[src/rtl/seq_pkg.sv]
// Shared constants for the X/Y/Z datapath sequencer: register commands, ULA select,
// opcodes and state encodings.
package seq_pkg;

  localparam logic [3:0] CLEAR  = 4'd0;
  localparam logic [3:0] LOAD   = 4'd1;
  localparam logic [3:0] HOLD   = 4'd2;
  localparam logic [3:0] SHIFTR = 4'd3;

  localparam logic [3:0] ULA_ADD = 4'd0;

  typedef enum logic [1:0] {
    OP_ADD  = 2'd0,
    OP_AVG  = 2'd1,
    OP_CLR  = 2'd2,
    OP_HALF = 2'd3
  } op_e;

  // Encoding 7 is unused and recovers to ST_IDLE
  typedef enum logic [2:0] {
    ST_IDLE   = 3'd0,
    ST_LOADX  = 3'd1,
    ST_ACC    = 3'd2,
    ST_SHIFT  = 3'd3,
    ST_STORE  = 3'd4,
    ST_CLRALL = 3'd5,
    ST_DONE   = 3'd6
  } state_e;

endpackage

[src/rtl/seq_controle_if.sv]
// Instruction handshake plus register-command bus between a requester and seq_controle.
interface seq_controle_if #(
  parameter int REP_W = 2
);

  logic             instr_valid;
  logic [1:0]       instr_op;
  logic [REP_W-1:0] instr_rep;
  logic             instr_ready;
  logic [3:0]       tx;
  logic [3:0]       ty;
  logic [3:0]       tz;
  logic [3:0]       tula;
  logic [3:0]       Q;
  logic             done;

  modport master (
    output instr_valid, instr_op, instr_rep,
    input  instr_ready, tx, ty, tz, tula, Q, done
  );

  modport slave (
    input  instr_valid, instr_op, instr_rep,
    output instr_ready, tx, ty, tz, tula, Q, done
  );

endinterface

[src/rtl/seq_rep_counter.sv]
// ACC repeat counter: loads the repeat field, counts down to zero and holds there.
module seq_rep_counter #(
  parameter int REP_W = 2
) (
  input  logic             clock,
  input  logic             reset,
  input  logic             load,
  input  logic [REP_W-1:0] load_val,
  input  logic             dec,
  output logic             zero
);

  logic [REP_W-1:0] count;

  always_ff @(posedge clock) begin
    if (reset) begin
      count <= '0;
    end else if (load) begin
      count <= load_val;
    end else if (dec && (count != '0)) begin
      count <= count - REP_W'(1);
    end
  end

  assign zero = (count == '0);

endmodule

[src/rtl/seq_controle.sv]
// Instruction sequencer driving X/Y/Z register commands with Moore-decoded outputs.
// Optional macro SEQ_CONTROLE_STALL_EN adds a stall input that freezes the sequence.
module seq_controle
  import seq_pkg::*;
#(
  parameter int REP_W = 2
) (
  input logic clock,
  input logic reset,
`ifdef SEQ_CONTROLE_STALL_EN
  input logic stall,
`endif
  seq_controle_if.slave bus
);

  state_e     state;
  state_e     state_nxt;
  op_e        op_q;
  logic       frz;
  logic       ready;
  logic       accept;
  logic       cnt_zero;
  logic [3:0] tx;
  logic [3:0] ty;
  logic [3:0] tz;
  logic       dn;

`ifdef SEQ_CONTROLE_STALL_EN
  assign frz = stall;
`else
  assign frz = 1'b0;
`endif

  assign ready  = (state == ST_IDLE) && !frz;
  assign accept = bus.instr_valid && ready;

  always_ff @(posedge clock) begin
    if (reset) begin
      state <= ST_IDLE;
    end else if (!frz) begin
      state <= state_nxt;
    end
  end

  always_ff @(posedge clock) begin
    if (reset) begin
      op_q <= OP_ADD;
    end else if (accept) begin
      op_q <= op_e'(bus.instr_op);
    end
  end

  seq_rep_counter #(
    .REP_W (REP_W)
  ) u_rep (
    .clock    (clock),
    .reset    (reset),
    .load     (accept),
    .load_val (bus.instr_rep),
    .dec      ((state == ST_ACC) && !frz),
    .zero     (cnt_zero)
  );

  always_comb begin
    state_nxt = ST_IDLE;
    case (state)
      ST_IDLE: begin
        if (accept) begin
          case (op_e'(bus.instr_op))
            OP_ADD, OP_AVG: state_nxt = ST_LOADX;
            OP_CLR:         state_nxt = ST_CLRALL;
            default:        state_nxt = ST_SHIFT;
          endcase
        end else begin
          state_nxt = ST_IDLE;
        end
      end
      ST_LOADX:  state_nxt = ST_ACC;
      // Counter at zero means this is the last accumulate cycle
      ST_ACC: begin
        if (!cnt_zero)             state_nxt = ST_ACC;
        else if (op_q == OP_AVG)   state_nxt = ST_SHIFT;
        else                       state_nxt = ST_STORE;
      end
      ST_SHIFT:  state_nxt = ST_STORE;
      ST_STORE:  state_nxt = ST_DONE;
      ST_CLRALL: state_nxt = ST_DONE;
      ST_DONE:   state_nxt = ST_IDLE;
      default:   state_nxt = ST_IDLE;
    endcase
  end

  always_comb begin
    tx = HOLD;
    ty = HOLD;
    tz = HOLD;
    dn = 1'b0;
    case (state)
      ST_LOADX:  tx = LOAD;
      ST_ACC:    ty = LOAD;
      ST_SHIFT:  ty = SHIFTR;
      ST_STORE:  tz = LOAD;
      ST_CLRALL: begin
        tx = CLEAR;
        ty = CLEAR;
        tz = CLEAR;
      end
      ST_DONE:   dn = 1'b1;
      default:   dn = 1'b0;
    endcase
    // A frozen sequence must not disturb the datapath
    if (frz) begin
      tx = HOLD;
      ty = HOLD;
      tz = HOLD;
      dn = 1'b0;
    end
  end

  assign bus.instr_ready = ready;
  assign bus.tx          = tx;
  assign bus.ty          = ty;
  assign bus.tz          = tz;
  assign bus.tula        = ULA_ADD;
  assign bus.Q           = {1'b0, state};
  assign bus.done        = dn;

endmodule

[src/flat_wrapper.sv]
// flat-port wrapper written by rule: the top's interface ports become plain ports
module seq_controle_flat import seq_pkg::*;
#(
  parameter int REP_W = 2
)
  (clock, reset, bus_instr_valid, bus_instr_op, bus_instr_rep, bus_instr_ready, bus_tx, bus_ty, bus_tz, bus_tula, bus_Q, bus_done);
  seq_controle_if #(.REP_W(REP_W)) bus_i ();
  input logic clock;
  input logic reset;
  input wire logic [$bits(bus_i.instr_valid)-1:0] bus_instr_valid;
  input wire logic [$bits(bus_i.instr_op)-1:0] bus_instr_op;
  input wire logic [$bits(bus_i.instr_rep)-1:0] bus_instr_rep;
  output wire logic [$bits(bus_i.instr_ready)-1:0] bus_instr_ready;
  output wire logic [$bits(bus_i.tx)-1:0] bus_tx;
  output wire logic [$bits(bus_i.ty)-1:0] bus_ty;
  output wire logic [$bits(bus_i.tz)-1:0] bus_tz;
  output wire logic [$bits(bus_i.tula)-1:0] bus_tula;
  output wire logic [$bits(bus_i.Q)-1:0] bus_Q;
  output wire logic [$bits(bus_i.done)-1:0] bus_done;
  assign bus_i.instr_valid = bus_instr_valid;
  assign bus_i.instr_op = bus_instr_op;
  assign bus_i.instr_rep = bus_instr_rep;
  assign bus_instr_ready = bus_i.instr_ready;
  assign bus_tx = bus_i.tx;
  assign bus_ty = bus_i.ty;
  assign bus_tz = bus_i.tz;
  assign bus_tula = bus_i.tula;
  assign bus_Q = bus_i.Q;
  assign bus_done = bus_i.done;
  seq_controle #(.REP_W(REP_W)) u_core (.clock(clock), .reset(reset), .bus(bus_i));
endmodule
[config.mk]
export PLATFORM = sky130hd
export DESIGN_NAME = seq_controle_flat
export DESIGN_NICKNAME = d
export VERILOG_FILES = /design/src/rtl/seq_pkg.sv /design/src/rtl/seq_controle_if.sv /design/src/rtl/seq_rep_counter.sv /design/src/rtl/seq_controle.sv /design/src/flat_wrapper.sv
export SDC_FILE = /design/constraint.sdc
export NUM_CORES = 1
export LEC_CHECK = 0
export CORE_AREA = 2 2 39 41
export CTS_BUF_LIST = sky130_fd_sc_hd__clkbuf_8
export DETAILED_ROUTE_END_ITERATION = 7
export DIE_AREA = 0 0 41 43
export PLACE_DENSITY_LB_ADDON = 0.08
export SYNTH_ARGS = -nofsm -noshare
export SYNTH_HDL_FRONTEND = slang
export SYNTH_SLANG_ARGS = --single-unit
[constraint.sdc]
create_clock -name clock -period 3.9 [get_ports clock]
set_clock_uncertainty 0.1 [all_clocks]
set_input_delay 0.78 -clock clock [delete_from_list [all_inputs] [get_ports clock]]
set_output_delay 0.78 -clock clock [all_outputs]
set_load 0.01 [all_outputs]
## Yosys cells after proc, flatten, opt, wreduce, memory -nomap -nowiden

Index checks and enable logic that the tools add are counted.

- Bits in registers: 7
- Latch bits: 0
- RAM bits: 0
- Memory bits (read-only): 0
- Input bits: 7
- Output and inout bits: 22
- Word-level logic and storage cells: 33
- Memories: 0

- Add/sub/neg operators: 1
- Multipliers: 0
- Divide/modulo/power cells: 0
- $lt $le $gt $ge: 0
- Equality and inequality tests: 9
- Shift-type cells: 0
- Mux-type cells: 11
- Bitwise operators: 0
- Reduce and logical (&&, ||, !) cells: 9

Operators by type and width:

| cell | number |
|---|---|
| $pmux 3 s5 | 1 |
| $eq 3x3->1 const B | 3 |
| $mux 3 | 3 |
| $pmux 2 s2 | 2 |
| $eq 3x2->1 const B | 2 |
| $pmux 2 s3 | 1 |
| $pmux 3 s2 | 1 |
| $eq 2x1->1 const B | 2 |
| $logic_not 2->1 | 2 |
| $mux 2 | 2 |
| $reduce_bool 2->1 | 2 |
| $reduce_or 2->1 | 2 |
| $eq 3x1->1 const B | 1 |
| $logic_not 3->1 | 1 |
| $eq 2x2->1 const B | 1 |
| $logic_and 1x1->1 | 2 |
| $sub 2x1->2 const B | 1 |
| $mux 1 | 1 |

## Logic depth before layout (Yosys ltp)

Gate-level depths: netlist of the first run.

- Word-level depth: 5
- Depth in mapped cells: 5
- Depth with buffers taken out: 5

## Modules after synthesis

Synthesis of the first run repeated with hierarchy kept, for this count alone.

- Cell total of the unflattened synthesis: 64
- Area total of the unflattened synthesis: 538.0 sq um

By module, submodules not included:

| module | times used | cells each | area each (sq um) | seq. area each (sq um) |
|---|---|---|---|---|
| seq_controle | 1 | 50 | 411.6 | 100.1 |
| seq_rep_counter | 1 | 14 | 126.4 | 40.0 |

## Worst setup path after synthesis of the first run

Ideal clock, no wire load.

- Path kind: register to output
- Start point: register u_core.state[0]
- End point: output port bus_tx[0]
- Data arrival time: 1.014 ns
- Required time: 3.020 ns
- Setup slack: 2.006 ns
- Cell stages (with the launch flop): 4
- Path buffers: 1
- Cell sequence: dfxtp_1 buf_6 or2b_1 nor2_1

- Longest elaborated chain between the ends: 2
- Elaborated cells between the ends (all ways): 3
- Those cells by class: eq/ne: 2; mux: 1

Ends and longest elaborated chain:

| element | line | source |
|---|---|---|
| start: declaration | seq_controle.sv:16 | `state_e state;` |
| start signal: assignment | seq_controle.sv:41 | `state <= state_nxt;` |
| $eq 3x3->1 or $eq 3x1->1 (tied branches) | seq_controle.sv:98 | `case (state)` |
| $pmux 2 s2 (*) | seq_controle.sv:98 |  |
| end: declaration | flat_wrapper.sv:14 | `output wire logic [$bits(bus_i.tx)-1:0] bus_tx;` |

Mark *: on every way between the ends. The rest lies on a longest branch, timed or not.

## Worst setup path in the final report of the first run

Ends and elaborated chain as after synthesis.

==> flow_metrics.env, run 1 <==
export IMPL_antenna_found_initial=0
export IMPL_synth_fa_ha_area_share_pct=2.331
export IMPL_fp_coreArea_um2=1384
export IMPL_cts_root_buf="clkbuf_8"
export IMPL_combPwrFrac_pct=49.1
export IMPL_worst_endpoint_required_ps=3020
export IMPL_yosysWarnings=0
export IMPL_drtAntennaViolNets=0
export IMPL_final_cell_mix="clkdlybuf4s50_1 (17), conb_1 (11), dfxtp_1 (7), a21oi_1 (5), inv_1 (5)"
export IMPL_grt_max_degree=14
export IMPL_p_sw_share_pct=36.60
export IMPL_wire_per_inst_um=10.24
export IMPL_fp_dieH_um=43
export IMPL_rsz0062_at_grt="no"
export IMPL_drcViolationCount=0
export IMPL_viasPerCell=4.781
export IMPL_numCtsBuffers=3
export IMPL_endpoint_kind="output port"
export IMPL_seqCellArea_um2=140.1
export IMPL_placed_area_um2=660.6
export IMPL_start_util_pct=38.79
export IMPL_drt_wl_total_um=983
export IMPL_multi_input_area_um2=315.3
export IMPL_final_nets=89
export IMPL_drv_cap=0
export IMPL_synth_compound_area_share_pct=14.45
export IMPL_rows=14
export IMPL_leakage_nw=0.2848
export IMPL_grtUsageTotal_pct=13.31
export IMPL_area_growth_pct=31.47
export IMPL_place_ws_ps=1526
export IMPL_peakVddDrop_mv=0.2528
export IMPL_hold_viol=0
export IMPL_diodes=0
export IMPL_ctsResizeCount=0
export IMPL_pin_count=29
export IMPL_slew_viol_final=0
export IMPL_layout_drive_gt1_share_pct=11.25
export IMPL_synthMuxAreaShare_pct=2.098
export IMPL_synth_top_family_by_area="simple AND/OR/NAND/NOR gates"
export IMPL_synth_avg_cell_area_um2=8.520
export IMPL_die_area_um2=1763
export IMPL_timing_worst_setup_path_type="flip-flop to output port"
export IMPL_cts_sinks=7
export IMPL_dr_total_vias=459
export IMPL_hp_class="flip-flop to flip-flop"
export IMPL_setup_worst_path_start_class="flip-flop"
export IMPL_setup_tns_ps=0
export IMPL_drt_iter0_markers=5
export IMPL_outcome="finished clean"
export IMPL_postCtsSetupBuffers=0
export IMPL_min_period_over_period_pct=66.92
export IMPL_clk_path_buf_depth=2
export IMPL_gp_congestion=0.7144
export IMPL_first_pass_iters=2
export IMPL_clk_latency_ps=230
export IMPL_period_needed_ps=2610
export IMPL_cp_arrival_ps=1730
export IMPL_grt_pass1_wl_um=1559
export IMPL_critPathMaxFanout=12
export IMPL_synth_xor_area_share_pct=1.632
export IMPL_setup_viol=0
export IMPL_nFillCells=150
export IMPL_clkPwrFrac_pct=21.9
export IMPL_synth_seq_cells=7
export IMPL_cts_tree="done"
export IMPL_synth_simple_area_share_pct=30.54
export IMPL_synth_cell_types=28
export IMPL_p_sw_w=0.0001662
export IMPL_synth_cell_area_um2=536.8
export IMPL_worst_slack_ps=1290
export IMPL_port_buffers=17
export IMPL_p_int_w=0.0002880
export IMPL_hold_buffers=0
export IMPL_fmax_mhz=383.1
export IMPL_path_clk_slew_ps=40
export IMPL_cts_htree_levels=1
export IMPL_die_w_um=41
export IMPL_powerDensity_nw_per_um2=643.6
export IMPL_stdcell_area_um2=705.7
export IMPL_utilization_pct=50.99
export IMPL_final_common_cell="clkdlybuf4s50_1"
export IMPL_ys_seq_area_share_pct=26.11
export IMPL_grt_overflow_total=0
export IMPL_p_seq_share_pct=29.0
export IMPL_postSynthCellCount=63
export IMPL_first_global_vias=370
export IMPL_hpwl_um=735
## critical path, cell delays in order, from the launching register on
cell and delay (ps):
dfxtp_1 600, or2b_1 280, nor2_1 80, clkdlybuf4s50_1 540
## power by group through the flow
stage	combinational, W	clock (W)	sequential, W
after floorplan	0.000162	0	0.000111
after global placement	0.000226	0	0.000132
after detailed placement	0.000226	0	0.000134
after CTS	0.000226	0.000103	0.000132
after global routing	0.000244	0.000109	0.000138
final	0.000223	0.0000993	0.000132
## through the flow
stage / hold slack (ps) / instances / power, W
floorplan: 325.7 / 73 / 0.0002728
global placement: 343.3 / 92 / 0.0003584
detailed placement: 347.0 / 92 / 0.0003597
CTS: 354.4 / 96 / 0.0004612
global route: 375.4 / 96 / 0.0004915
finish: 349.2 / 96 / 0.0004542
## cells by family (layout without fill, tap and decap cells)
logic type               Yosys count  in the layout
XOR/XNOR                           1              1
flip-flops                         7              7
buffers and inverters             18             25
AO/OA/AOI/OAI                     12             12
AND/OR/NAND/NOR                   22             22
other                              1             11
adder cells (fa/ha/maj)            1              1
multiplexers                       1              1
## routing by layer
| metal | wire (um) | GRT usage (%) |
|---|---|---|
| met3 | 71 | 6.283 |
| met1 | 425 | 16.94 |
| met5 | 0 | 0 |
| met4 | 2 | 6.000 |
| met2 | 483 | 18.44 |
## cell type report
| cell class | instances | area share [%] |
|---|---|---|
| clock buffers | 3 | 5.851 |
| clock inverters | 1 | 0.5319 |
| inverters | 4 | 2.128 |
| multi-input cells | 48 | 44.68 |
| flip-flops and latches | 7 | 19.86 |
| well taps | 16 | 2.837 |
| repair buffers | 17 | 24.11 |
## worst paths after layout
| check | start | to | slack (ps) | cells after the start |
|---|---|---|---|---|
| min reg2reg | u_core.op_q[0] | u_core.op_q[0] | 350 | 2 |
| max reg2reg | u_core.u_rep.count[0] | u_core.u_rep.count[1] | 2210 | 5 |
| max | u_core.state[0] | bus_tx[0] | 1290 | 3 |
| min | u_core.op_q[0] | u_core.op_q[0] | 350 | 2 |
## cell usage after synthesis
master | n | area, um^2
nor3_1 | 1 | 5.000
a31oi_1 | 2 | 12.51
ha_1 | 1 | 12.51
buf_2 | 2 | 10.01
buf_4 | 11 | 82.58
nor4b_2 | 1 | 15.01
nor2b_1 | 3 | 18.77
and3b_2 | 1 | 10.01
nor4b_4 | 1 | 23.77
or2b_1 | 1 | 7.510
o21bai_1 | 1 | 7.510
nor3b_1 | 2 | 15.01
conb_1 | 1 | 3.750
buf_6 | 1 | 11.26
dfxtp_1 | 7 | 140.1
a21oi_1 | 5 | 25.02
inv_1 | 4 | 15.01
nand3_1 | 2 | 10.01
a21o_1 | 1 | 7.510
mux2_2 | 1 | 11.26
nand2_1 | 4 | 15.01
nor2_1 | 2 | 7.510
a211oi_2 | 1 | 12.51
nand3b_1 | 3 | 22.52
o31ai_1 | 1 | 7.510
xnor2_1 | 1 | 8.760
o21ai_0 | 1 | 5.000
or4b_4 | 1 | 13.76
## flip-flops by register name, indices dropped and copies added, names as in the netlist
register            flops
u_core.u_rep.count      2
u_core.op_q             2
u_core.state            3
Note: power is estimated with default switching activity, not from simulation.
==> run 2, diff against run 1 <==
CORE_AREA = not set   (was 2 2 39 41)
CORE_UTILIZATION = 35   (was not set)
DIE_AREA = not set   (was 0 0 41 43)
clock period = 2.3 ns   (was 3.9 ns; I/O delays follow)
==> run 2 against run 1 <==
Effect of this change: core utilization grew 2.1 points; sequential power grew 58%; cell count grew 1.0%; sequential share of layout area shrank 0.38 points; final area grew 2.8%; power grew 74%.
==> flow_metrics.env, run 2 (synthesized netlist as in run 1, its figures left out) <==
export IMPL_start_util_pct=39.29
export IMPL_setup_worst_path_start_class="flip-flop"
export IMPL_finalPower_w=0.0007894
export IMPL_port_buffers=17
export IMPL_utilization_pct=53.11
export IMPL_drv_cap=0
export IMPL_drt_iter0_markers=4
export IMPL_setup_tns_ps=0
export IMPL_grt_max_degree=14
export IMPL_endpoint_kind="output port"
export IMPL_final_cell_mix="clkdlybuf4s50_1 (17), conb_1 (11), dfxtp_1 (6), a21oi_1 (5), inv_1 (5)"
export IMPL_path_delay_family="buffers and inverters"
export IMPL_pin_count=29
export IMPL_slowest_delay_ps=540
export IMPL_finalNonFillerCells=97
export IMPL_path_clk_slew_ps=40
export IMPL_final_common_cell="clkdlybuf4s50_1"
export IMPL_area_growth_pct=35.20
export IMPL_dr_total_vias=453
export IMPL_grtUsageTotal_pct=12.83
export IMPL_hold_viol=0
export IMPL_fmax_mhz=468.2
export IMPL_place_inst=93
export IMPL_diodes=0
export IMPL_cts_root_buf="clkbuf_8"
export IMPL_critPathMaxFanout=8
export IMPL_peakVddDrop_mv=0.4169
export IMPL_hpwl_um=760.7
export IMPL_cp_arrival_ps=1580
export IMPL_rsz0062_at_grt="no"
export IMPL_worst_endpoint_required_ps=1740
export IMPL_clk_path_buf_depth=2
export IMPL_grt_pass1_wl_um=1428
export IMPL_drtAntennaViolNets=0
export IMPL_outcome="finished clean"
export IMPL_layout_drive_gt1_share_pct=15.85
export IMPL_largest_register_ffs=3
export IMPL_timing_worst_setup_path_type="flip-flop to output port"
export IMPL_period_needed_ps=2136
export IMPL_cts_tree="done"
export IMPL_crit_chain="or2b_1, nor2_1, clkdlybuf4s50_1"
export IMPL_viasPerCell=4.670
export IMPL_postCtsSetupBuffers=0
export IMPL_numCtsBuffers=3
export IMPL_cts_sinks=7
export IMPL_crit_slowest_cell="clkdlybuf4s50_1"
export IMPL_min_period_over_period_pct=92.86
export IMPL_die_w_um=41.16
export IMPL_powerDensity_nw_per_um2=1088
export IMPL_wire_per_inst_um=9.918
export IMPL_clk_latency_ps=220
export IMPL_slew_viol_final=0
export IMPL_cts_htree_levels=1
export IMPL_setup_viol=0
export IMPL_path_buf_inv=1
export IMPL_hp_class="flip-flop to flip-flop"
export IMPL_die_area_um2=1694
export IMPL_fp_coreArea_um2=1366
export IMPL_leakage_nw=0.2991
export IMPL_drt_wl_total_um=962
export IMPL_top_regs="u_core.state (3), u_core.op_q (2), u_core.u_rep.count (2)"
export IMPL_regMostFlops="u_core.state"
export IMPL_rows=13
export IMPL_final_nets=91
export IMPL_gp_congestion=0.7567
export IMPL_grt_overflow_total=0
export IMPL_first_pass_iters=4
export IMPL_fp_dieH_um=41.16
export IMPL_drcViolationCount=0
export IMPL_first_global_vias=325
export IMPL_hold_ws_ps=350.9
export IMPL_nFillCells=142
export IMPL_antenna_found_initial=0
-- run 2: cell count changes in the layout (fill, tap and decap cells not counted) --
| cell | before | now |
|---|---|---|
| nor3b_2 | 0 | 1 |
| dfxtp_1 | 7 | 6 |
| dfxtp_2 | 0 | 1 |
| nor3b_1 | 2 | 1 |
| buf_4 | 0 | 2 |
-- run 2: layer usage --
layer / up-vias / part of all wire [%] / track usage, % / wire (um)
met1: 203 / 49 / 19.16 / 467
met4: 0 / 0.52 / 4.839 / 5
met5: - / 0 / 0 / 0
met3: 2 / 5.4 / 3.261 / 52
li1: 230 / - / - / -
met2: 18 / 45 / 17.19 / 436
-- run 2: stage by stage --
stage          worst slack, ps  area [um^2]
2_1_floorplan            711.8        574.3
3_5_place_dp             260.0        674.4
5_1_grt                  57.87        725.7
6_report                 164.3        725.7
3_3_place_gp             311.1        674.4
4_1_cts                  21.22        719.4
-- run 2: worst paths after layout --
check	end	start	cells after the start	slack, ps
setup / recovery	bus_tx[0]	u_core.state[0]	3	160
hold / removal	u_core.op_q[0]	u_core.op_q[0]	2	350
setup reg to reg	u_core.u_rep.count[1]	u_core.u_rep.count[0]	5	630
hold reg to reg	u_core.op_q[0]	u_core.op_q[0]	2	350
-- run 2: power breakdown --
group / internal, W / switching [W] / leakage [nW]
combinational: 0.000232 / 0.000186 / 0.214
sequential: 0.000158 / 0.0000495 / 0.0580
clock: 0.000115 / 0.0000489 / 0.0269
total: 0.000505 / 0.000284 / 0.299
-- run 2: area by class of cell --
type / count / area (um^2) / share of cell area (%)
clock inverter: 1 / 3.754 / 0.5172
multi-input combinational: 48 / 320.3 / 44.14
sequential: 7 / 141.4 / 19.48
timing repair buffer: 19 / 185.2 / 25.52
inverter: 4 / 15.01 / 2.069
clock buffer: 3 / 41.29 / 5.690
tap: 15 / 18.77 / 2.586
-- run 2: what timing repair did --
| action | CTS | global route |
|---|---|---|
| endpoints found under the setup margin | 0 | 1 |
| hold buffers | 0 | 0 |
| resized for setup | 0 | 2 |
-- run 2: worst min-delay path, stage by stage (launching register included) --
cell and delay, ps:
dfxtp_1 300, nand2_1 50, a21oi_1 50
==> run 3, diff against run 2 <==
CORE_UTILIZATION = 39   (was 35)
clock period = 2.1 ns   (was 2.3 ns; I/O delays follow)
==> run 3 against run 2 <==
Effect of this change: global-route usage up 1.3 points; sequential share of layout area down 0.33 points; clock power up 9%; flip-flop and latch count unchanged; first-iteration DRC count up 50%; via count up 1.1%; core utilization up 4.3 points; critical path type unchanged; largest cell class unchanged; wire length down 1.0%; cell count up 1.0%.
==> flow_metrics.env, run 3 (synthesized netlist as in run 1, its figures left out) <==
export IMPL_endpoint_kind="output port"
export IMPL_regMostFlops="u_core.state"
export IMPL_r2r_start="u_core.u_rep.count[0]"
export IMPL_cts_tree="done"
export IMPL_cp_arrival_ps=1510
export IMPL_cts_root_buf="clkbuf_8"
export IMPL_period_needed_ps=2030
export IMPL_drcViolationCount=0
export IMPL_p_sw_share_pct=35.83
export IMPL_rsz0062_at_grt="yes"
export IMPL_p_seq_share_pct=24.6
export IMPL_worstSetupStartpoint="u_core.state[2]"
export IMPL_rrSetupSlack_ps=410
export IMPL_start_util_pct=41.77
export IMPL_first_global_vias=355
export IMPL_critPathMaxFanout=8
export IMPL_drtAntennaViolNets=0
export IMPL_clk_path_buf_depth=2
export IMPL_peakVddDrop_mv=0.5226
export IMPL_place_ws_ps=248.1
export IMPL_hold_ws_ps=351.5
export IMPL_min_period_over_period_pct=96.66
export IMPL_port_buffers=17
export IMPL_hpwl_um=762.3
export IMPL_holdCritStartpoint="u_core.op_q[1]"
export IMPL_p_sw_w=0.0003155
export IMPL_path_clk_slew_ps=40
export IMPL_nFillCells=133
export IMPL_fmax_mhz=492.6
export IMPL_cts_sinks=7
export IMPL_grt_max_degree=9
export IMPL_clkPwrFrac_pct=20.2
export IMPL_dr_total_vias=458
export IMPL_top_regs="u_core.state (3), u_core.op_q (2), u_core.u_rep.count (2)"
export IMPL_area_growth_pct=37.53
export IMPL_placed_area_um2=681.9
export IMPL_slew_viol_final=0
export IMPL_stdcell_area_um2=738.2
export IMPL_hp_class="flip-flop to flip-flop"
export IMPL_final_common_cell="clkdlybuf4s50_1"
export IMPL_final_nets=92
export IMPL_hold_viol=0
export IMPL_wire_per_inst_um=9.714
export IMPL_viasPerCell=4.673
export IMPL_setup_worst_path_start_class="flip-flop"
export IMPL_diodes=0
export IMPL_fp_dieH_um=39.10
export IMPL_drt_wl_total_um=952
export IMPL_worst_endpoint_required_ps=1580
export IMPL_layout_drive_gt1_share_pct=19.28
export IMPL_setup_tns_ps=0
export IMPL_grt_overflow_total=0
export IMPL_leakage_nw=0.3048
export IMPL_first_pass_iters=4
export IMPL_final_cell_mix="clkdlybuf4s50_1 (17), conb_1 (11), dfxtp_1 (6), a21oi_1 (5), inv_1 (5)"
export IMPL_outcome="finished clean"
export IMPL_largest_register_ffs=3
export IMPL_p_int_w=0.0005651
export IMPL_pin_count=29
export IMPL_die_w_um=39.10
export IMPL_clk_latency_ps=220
export IMPL_fp_coreArea_um2=1285
export IMPL_grtUsageTotal_pct=14.17
export IMPL_rows=13
export IMPL_drv_cap=0
export IMPL_cts_htree_levels=1
export IMPL_numCtsBuffers=3
export IMPL_drt_iter0_markers=6
export IMPL_worst_slack_ps=70.14
export IMPL_gp_congestion=0.7253
export IMPL_antenna_found_initial=0
export IMPL_utilization_pct=57.45
export IMPL_timing_worst_setup_path_type="flip-flop to output port"
export IMPL_grt_pass1_wl_um=1483
export IMPL_powerDensity_nw_per_um2=1193
export IMPL_die_area_um2=1529
export IMPL_combPwrFrac_pct=55.1
export IMPL_hold_buffers=0
export IMPL_setup_viol=0
run 3: cell types whose count changed in the layout (fill, tap and decap cells not counted), sizes merged:
cell  previous run  this run
buf              2         3
run 3: path summary, 6_finish.rpt:
path                           end  cells past startpoint
max reg2reg  u_core.u_rep.count[1]                      5
min                 u_core.op_q[1]                      2
max                      bus_ty[1]                      3
min reg2reg         u_core.op_q[1]                      2
run 3: per-stage QoR:
stage	instances	power [W]
after floorplan	73	0.0005065
after global placement	94	0.0006912
after detailed placement	94	0.0006939
after CTS	98	0.0008778
after global routing	98	0.0009488
final	98	0.0008806
run 3: power by group through the flow:
| stage | Combinational [W] | Sequential, W | Clock, W |
|---|---|---|---|
| 3_3_place_gp | 0.000479 | 0.000213 | 0 |
| 5_1_grt | 0.000527 | 0.000226 | 0.000196 |
| 6_report | 0.000486 | 0.000217 | 0.000178 |
| 2_1_floorplan | 0.000301 | 0.000206 | 0 |
| 3_5_place_dp | 0.000479 | 0.000215 | 0 |
| 4_1_cts | 0.000482 | 0.000212 | 0.000184 |
run 3: final cells by class:
class                           instances  area, um^2  share of cell area (%)
Sequential cell                         7       141.4                   19.15
Clock buffer                            3       41.29                   5.593
Multi-Input combinational cell         48       325.3                   44.07
Clock inverter                          1       3.754                  0.5085
Timing Repair Buffer                   20       192.7                   26.10
Inverter                                4       15.01                   2.034
Tap cell                               15       18.77                   2.542
run 3: worst max-delay path, stage by stage, from the launching register on:
cell and delay [ps]:
dfxtp_1 370, nor2b_2 200, a21oi_1 170, clkdlybuf4s50_1 550
run 3: layer usage:
metal,GRT usage (%),up-vias,routed length (um)
li1,-,234,-
met1,19.93,199,459
met2,20.42,23,434
met3,3.468,2,53
met4,5.172,0,5
met5,0,-,0
run 3: repair_timing:
item                       4_1_cts  5_1_grt
gates resized for setup          0        4
hold endpoints to repair         0        0
setup endpoints to repair        0        3
buffers inserted                 0        0
